$ cat src/rtl/rr_lock_arbiter_if.sv
// rtl/rr_lock_arbiter_if.sv - request/grant bundle between port request logic and the arbiter
interface rr_lock_arbiter_if #(
  parameter int P_CHANNEL_NUM = 8,
  parameter int P_IDX_WIDTH   = 3
);
  logic [P_CHANNEL_NUM-1:0] i_req;
  logic                     i_req_valid;
  logic                     i_release;
  logic [P_CHANNEL_NUM-1:0] o_grant;
  logic [P_IDX_WIDTH-1:0]   o_grant_idx;
  logic                     o_grant_valid;
  logic                     o_busy;
  logic                     o_timeout;

  modport master (
    output i_req, i_req_valid, i_release,
    input  o_grant, o_grant_idx, o_grant_valid, o_busy, o_timeout
  );

  modport slave (
    input  i_req, i_req_valid, i_release,
    output o_grant, o_grant_idx, o_grant_valid, o_busy, o_timeout
  );
endinterface

$ cat src/rtl/rr_lock_arbiter.sv
// rtl/rr_lock_arbiter.sv - round-robin arbiter with grant locking and post-release dead cycle
// Optional forced release after P_MAX_HOLD cycles when ARB_TIMEOUT_EN is defined.
module rr_lock_arbiter #(
  parameter int P_CHANNEL_NUM = 8,
  parameter int P_IDX_WIDTH   = 3,
  parameter int P_MAX_HOLD    = 256
) (
  input  logic            i_clk,
  input  logic            i_rst_n,
  rr_lock_arbiter_if.slave bus
);
  typedef enum logic [1:0] {ST_IDLE, ST_HOLD, ST_GAP} state_t;

  localparam logic [P_IDX_WIDTH-1:0] LAST_IDX = P_IDX_WIDTH'(P_CHANNEL_NUM - 1);

  if (P_CHANNEL_NUM < 2 || P_IDX_WIDTH < $clog2(P_CHANNEL_NUM) || P_MAX_HOLD < 2) begin : g_param_check
    $error("rr_lock_arbiter: illegal parameter combination");
  end

  state_t                   state, state_n;
  logic [P_IDX_WIDTH-1:0]   ptr, ptr_n;
  logic [P_CHANNEL_NUM-1:0] grant_n;
  logic [P_IDX_WIDTH-1:0]   idx_n;
  logic                     gv_n, busy_n, to_n;
  logic                     win_found;
  logic [P_IDX_WIDTH-1:0]   win_idx;
  logic [P_IDX_WIDTH-1:0]   cand;
  logic                     timeout_hit;

`ifdef ARB_TIMEOUT_EN
  localparam int P_CNT_W = $clog2(P_MAX_HOLD);
  logic [P_CNT_W-1:0] hold_cnt;

  // Counter sits at zero outside HOLD, so the first HOLD cycle always reads 0.
  always_ff @(posedge i_clk or negedge i_rst_n) begin
    if (!i_rst_n) begin
      hold_cnt <= '0;
    end else if (state == ST_HOLD) begin
      hold_cnt <= hold_cnt + 1'b1;
    end else begin
      hold_cnt <= '0;
    end
  end

  assign timeout_hit = (state == ST_HOLD) && (hold_cnt == P_CNT_W'(P_MAX_HOLD - 1));
`else
  assign timeout_hit = 1'b0;
`endif

  // Walk from the pointer upward, wrapping at N rather than at 2^P_IDX_WIDTH.
  always_comb begin
    win_found = 1'b0;
    win_idx   = '0;
    cand      = ptr;
    for (int k = 0; k < P_CHANNEL_NUM; k++) begin
      if (!win_found && bus.i_req[cand]) begin
        win_found = 1'b1;
        win_idx   = cand;
      end
      cand = (cand == LAST_IDX) ? '0 : cand + 1'b1;
    end
  end

  always_comb begin
    state_n = state;
    ptr_n   = ptr;
    grant_n = bus.o_grant;
    idx_n   = bus.o_grant_idx;
    busy_n  = bus.o_busy;
    gv_n    = 1'b0;
    to_n    = 1'b0;
    case (state)
      ST_IDLE: begin
        if (bus.i_req_valid && win_found) begin
          state_n = ST_HOLD;
          grant_n = {{(P_CHANNEL_NUM-1){1'b0}}, 1'b1} << win_idx;
          idx_n   = win_idx;
          busy_n  = 1'b1;
          gv_n    = 1'b1;
        end
      end
      ST_HOLD: begin
        if (bus.i_release || timeout_hit) begin
          state_n = ST_GAP;
          grant_n = '0;
          busy_n  = 1'b0;
          ptr_n   = (bus.o_grant_idx == LAST_IDX) ? '0 : bus.o_grant_idx + 1'b1;
          to_n    = !bus.i_release;
        end
      end
      ST_GAP:  state_n = ST_IDLE;
      default: state_n = ST_IDLE;
    endcase
  end

  always_ff @(posedge i_clk or negedge i_rst_n) begin
    if (!i_rst_n) begin
      state             <= ST_IDLE;
      ptr               <= '0;
      bus.o_grant       <= '0;
      bus.o_grant_idx   <= '0;
      bus.o_grant_valid <= 1'b0;
      bus.o_busy        <= 1'b0;
      bus.o_timeout     <= 1'b0;
    end else begin
      state             <= state_n;
      ptr               <= ptr_n;
      bus.o_grant       <= grant_n;
      bus.o_grant_idx   <= idx_n;
      bus.o_grant_valid <= gv_n;
      bus.o_busy        <= busy_n;
      bus.o_timeout     <= to_n;
    end
  end
endmodule

$ cat src/flat_wrapper.sv
// flat-port wrapper written by rule: the top's interface ports become plain ports
module rr_lock_arbiter_flat 
#(
  parameter int P_CHANNEL_NUM = 8,
  parameter int P_IDX_WIDTH   = 3,
  parameter int P_MAX_HOLD    = 256
)
  (i_clk, i_rst_n, bus_i_req, bus_i_req_valid, bus_i_release, bus_o_grant, bus_o_grant_idx, bus_o_grant_valid, bus_o_busy, bus_o_timeout);
  rr_lock_arbiter_if #(.P_CHANNEL_NUM(P_CHANNEL_NUM), .P_IDX_WIDTH(P_IDX_WIDTH)) bus_i ();
  input  logic i_clk;
  input  logic i_rst_n;
  input wire logic [$bits(bus_i.i_req)-1:0] bus_i_req;
  input wire logic [$bits(bus_i.i_req_valid)-1:0] bus_i_req_valid;
  input wire logic [$bits(bus_i.i_release)-1:0] bus_i_release;
  output wire logic [$bits(bus_i.o_grant)-1:0] bus_o_grant;
  output wire logic [$bits(bus_i.o_grant_idx)-1:0] bus_o_grant_idx;
  output wire logic [$bits(bus_i.o_grant_valid)-1:0] bus_o_grant_valid;
  output wire logic [$bits(bus_i.o_busy)-1:0] bus_o_busy;
  output wire logic [$bits(bus_i.o_timeout)-1:0] bus_o_timeout;
  assign bus_i.i_req = bus_i_req;
  assign bus_i.i_req_valid = bus_i_req_valid;
  assign bus_i.i_release = bus_i_release;
  assign bus_o_grant = bus_i.o_grant;
  assign bus_o_grant_idx = bus_i.o_grant_idx;
  assign bus_o_grant_valid = bus_i.o_grant_valid;
  assign bus_o_busy = bus_i.o_busy;
  assign bus_o_timeout = bus_i.o_timeout;
  rr_lock_arbiter #(.P_CHANNEL_NUM(P_CHANNEL_NUM), .P_IDX_WIDTH(P_IDX_WIDTH), .P_MAX_HOLD(P_MAX_HOLD)) u_core (.i_clk(i_clk), .i_rst_n(i_rst_n), .bus(bus_i));
endmodule
$ cat config.mk
export PLATFORM = sky130hd
export DESIGN_NAME = rr_lock_arbiter_flat
export DESIGN_NICKNAME = d
export VERILOG_FILES = /design/src/rtl/rr_lock_arbiter_if.sv /design/src/rtl/rr_lock_arbiter.sv /design/src/flat_wrapper.sv
export SDC_FILE = /design/constraint.sdc
export NUM_CORES = 1
export LEC_CHECK = 0
export ABC_AREA = 0
export CORE_MARGIN = 2
export CORE_UTILIZATION = 45
export DETAILED_ROUTE_END_ITERATION = 12
export PLACE_DENSITY = 0.68
export RECOVER_POWER = 100
export SLEW_MARGIN = 30
export SYNTH_ARGS = -nofsm -noshare
export SYNTH_HDL_FRONTEND = slang
export SYNTH_SLANG_ARGS = --single-unit
$ cat constraint.sdc
create_clock -name i_clk -period 4.59 [get_ports i_clk]
set_input_delay 0.918 -clock i_clk [delete_from_list [all_inputs] [get_ports i_clk]]
set_output_delay 0.918 -clock i_clk [all_outputs]
set_load 0.02 [all_outputs]
==> out/results.txt <==
Outcome: finished clean
Reg2reg setup slack: 300 ps
Mapped Cells: 178
Port Buffers: 24
Pin count of the biggest net entering global routing: 23
Core ar.: 4030 um2
Arr. time, crit path: 4440 ps
DRT iter0 DRCs: 44
Sequential-to-total area share from yosys stat: 0.237
Multi-input gate area: 1380 um2
Die Wd: 68.9 um
Clk slew on worst S/H paths: 70 ps
Crit-path max cell delay: 510 ps
Final hold violations: 0
Synth async-reset ratio: 1.00
Cell area after synthesis: 1900 um2
Clock Latency Late Sink: 250 ps
Max frequency: 233 MHz
Syn_area_per_cell: 10.7 um2
Clock buffer count from CTS: 3
Sequential standard cell area: 450 um2
RR Endpoint: u_core.bus.o_grant[2]
Worst flop-to-flop path startpoint: u_core.ptr[1]
Die Y: 68.9 um
CTS H-tree depth: 1
Hold Crit Class: register to register
Crit-path slowest cell: mux2i_1
CP startpoint kind: register
WHS Path Cells: 2
Slew headroom: 0.477
Initial Utilization: 0.471
CP Capture Point: u_core.bus.o_grant[2]
GRT Util Overall: 0.203
Clk buf depth: 2
Seq cells post-synth: 18
Synth warnings: 0
Setup bufs post-CTS: 0
Gpl congestion: 0.929
EDFF count, synth: 0
Synth Net Count: 202
Synth-to-layout area growth: 17.3%
Fill cells: 349
Gr ovfl total: 0
First-pass GRT wire length: 7110 um
Number of nets still failing antenna checks after routing: 0
Worst r2r path cells: 13
Drt wl/cell: 17.2 um
Critical path origin: u_core.ptr[1]
Ports: 26
Full die area: 4750 um2
Initial antenna violation count: 0
Slew @ Worst Pin: 782 ps
Via/cell ratio: 5.92
CP Cell Sequence: ha_1 > ha_1 > ha_1 > xnor2_1 > inv_1 > ha_1 > nor3_1 > mux2i_1 > and4_1 > a31oi_4 > nor3b_4 > nor2b_1 > a22o_1
Worst Setup Path Type: register to register
CTS tree: built
CP dominant cell by count: ha_1
Drt drc: 0
Via count: 1497
Synth Flop Type: dfrtp_1
Crit path max fanout: 9
Layout cell share with drive strength beyond 1: 0.197
Final Skew: 3.81 ps
CTS root buffer: clkbuf_8
Site Rows: 23
Drt first pass iters: 4
Ant. Diodes: 0
Slew Viols, Final: 0
Tmin final: 4290 ps
CP required: 4730 ps
Fin nets: 228
Max-cap violation count: 0
Fin crit share: 0.936
Hold-fix buffers at CTS: 0
RSZ-0062 raised after global routing: no
Setup TNS: 0 ps
Setup violators final: 0
# resized after CTS: 0
Final wirelength: 4350 um
Detail Placement HPWL: 3590 um
CP endpoint kind: register
Vias in the first global route: 1483
Sink Count: 18
Distinct cells, synth: 52
-- metal layers --
layer | wire length [um] | track usage | vias up
met2 | 2320 | 0.382 | 48
met3 | 191 | 0.0244 | 7
met4 | 73 | 0.0539 | 0
met1 | 1760 | 0.242 | 708
li1 | - | - | 734
met5 | 0 | 0 | -
-- area by class of cell --
cell class,instances,area share
timing repair buffer,25,0.111
tap,50,0.0281
inverter,9,0.0152
sequential,18,0.202
clock buffer,4,0.0247
multi-input combinational,147,0.618
-- worst max-delay path: cells and delay by family (launching register included) --
family	cells	cell delay (ps)
multiplexers	1	510
AO/OA/AOI/OAI	2	360
XOR/XNOR	1	330
AND/OR/NAND/NOR	4	1150
adder cells (fa/ha/maj)	4	1230
flip-flops	1	470
buffers and inverters	1	140
-- stage by stage --
stage                      util  hold WS [ps]  instances  worst slack [ps]  instance area [um2]
final                     0.552           473        253               295                 2230
after CTS                 0.553           486        253               368                 2230
after detailed placement  0.539           471        249               381                 2170
after global routing      0.552           502        253              31.2                 2230
after floorplan               -           531        178               844                 1900
after global placement    0.539           463        249               623                 2170
-- layout by cell type, fill, tap and decap left out, types with 2 or more instances in the layout --
cell,count
nand2_1,24
dfrtp_1,18
dlygate4sd3_1,15
mux2i_1,13
ha_1,12
o21ai_0,10
inv_1,9
clkdlybuf4s50_1,9
nor2_1,8
mux4_1,8
and2_2,6
mux2_2,6
mux4_2,4
a21oi_1,4
clkbuf_8,4
o21a_1,3
nor3_1,3
nand2b_1,3
a22o_1,3
mux2_4,2
and2_1,2
o21bai_1,2
a32oi_1,2
a311o_2,2
o21ai_2,2
or3_1,2
a32o_1,2
-- how the worst min path moves through the flow --
stage | startpoint | end | slack (ps)
6_report | u_core.bus.o_grant[4] | u_core.bus.o_grant[4] | 470
3_3_place_gp | u_core.bus.o_grant[4] | u_core.bus.o_grant[4] | 460
2_1_floorplan | u_core.ptr[2] | u_core.ptr[2] | 530
4_1_cts | u_core.bus.o_grant[4] | u_core.bus.o_grant[4] | 490
5_1_grt | u_core.bus.o_grant[7] | u_core.bus.o_grant[7] | 500
3_5_place_dp | u_core.bus.o_grant[4] | u_core.bus.o_grant[4] | 470
-- cell families (layout without fill, tap and decap cells) --
group / after synthesis / after routing / synth area share
AND/OR/NAND/NOR: 58 / 58 / 0.171
flip-flops: 18 / 18 / 0.237
buffers and inverters: 13 / 38 / 0.0363
adder cells (fa/ha/maj): 12 / 12 / 0.0791
AO/OA/AOI/OAI: 41 / 41 / 0.179
multiplexers: 34 / 34 / 0.290
other: 1 / 1 / 0.00198
XOR/XNOR: 1 / 1 / 0.00462
-- registers in the layout (all words and copies together), names as in the netlist --
signal and cells:
u_core.bus.o_grant 8, u_core.bus.o_grant_idx 3, u_core.ptr 3, u_core.state 2, u_core.bus.o_busy 1, u_core.bus.o_grant_valid 1
-- synth_stat cells, types with 2 or more instances --
| master | count | area share |
|---|---|---|
| o21ai_0 | 9 | 0.024 |
| mux4_1 | 8 | 0.11 |
| dfrtp_1 | 18 | 0.24 |
| a21oi_1 | 4 | 0.011 |
| mux2i_1 | 13 | 0.069 |
| mux4_2 | 4 | 0.047 |
| nor2_1 | 8 | 0.016 |
| nand2b_1 | 3 | 0.0099 |
| o21bai_1 | 2 | 0.0079 |
| nor3_1 | 3 | 0.0079 |
| mux2_2 | 6 | 0.036 |
| mux2_4 | 2 | 0.016 |
| inv_1 | 9 | 0.018 |
| o21ai_2 | 2 | 0.0092 |
| a22o_1 | 3 | 0.014 |
| buf_6 | 2 | 0.012 |
| a32o_1 | 2 | 0.011 |
| nand2_1 | 24 | 0.047 |
| and2_2 | 6 | 0.024 |
| ha_1 | 12 | 0.079 |
| a32oi_1 | 2 | 0.0092 |
| and2_1 | 2 | 0.0066 |
| a311o_2 | 2 | 0.012 |
| or3_1 | 2 | 0.0066 |
| o21a_1 | 3 | 0.012 |
Power is left out: the tool's default activity adds up to more than one toggle a clock period on the data nets, which glitch-free logic cannot reach.
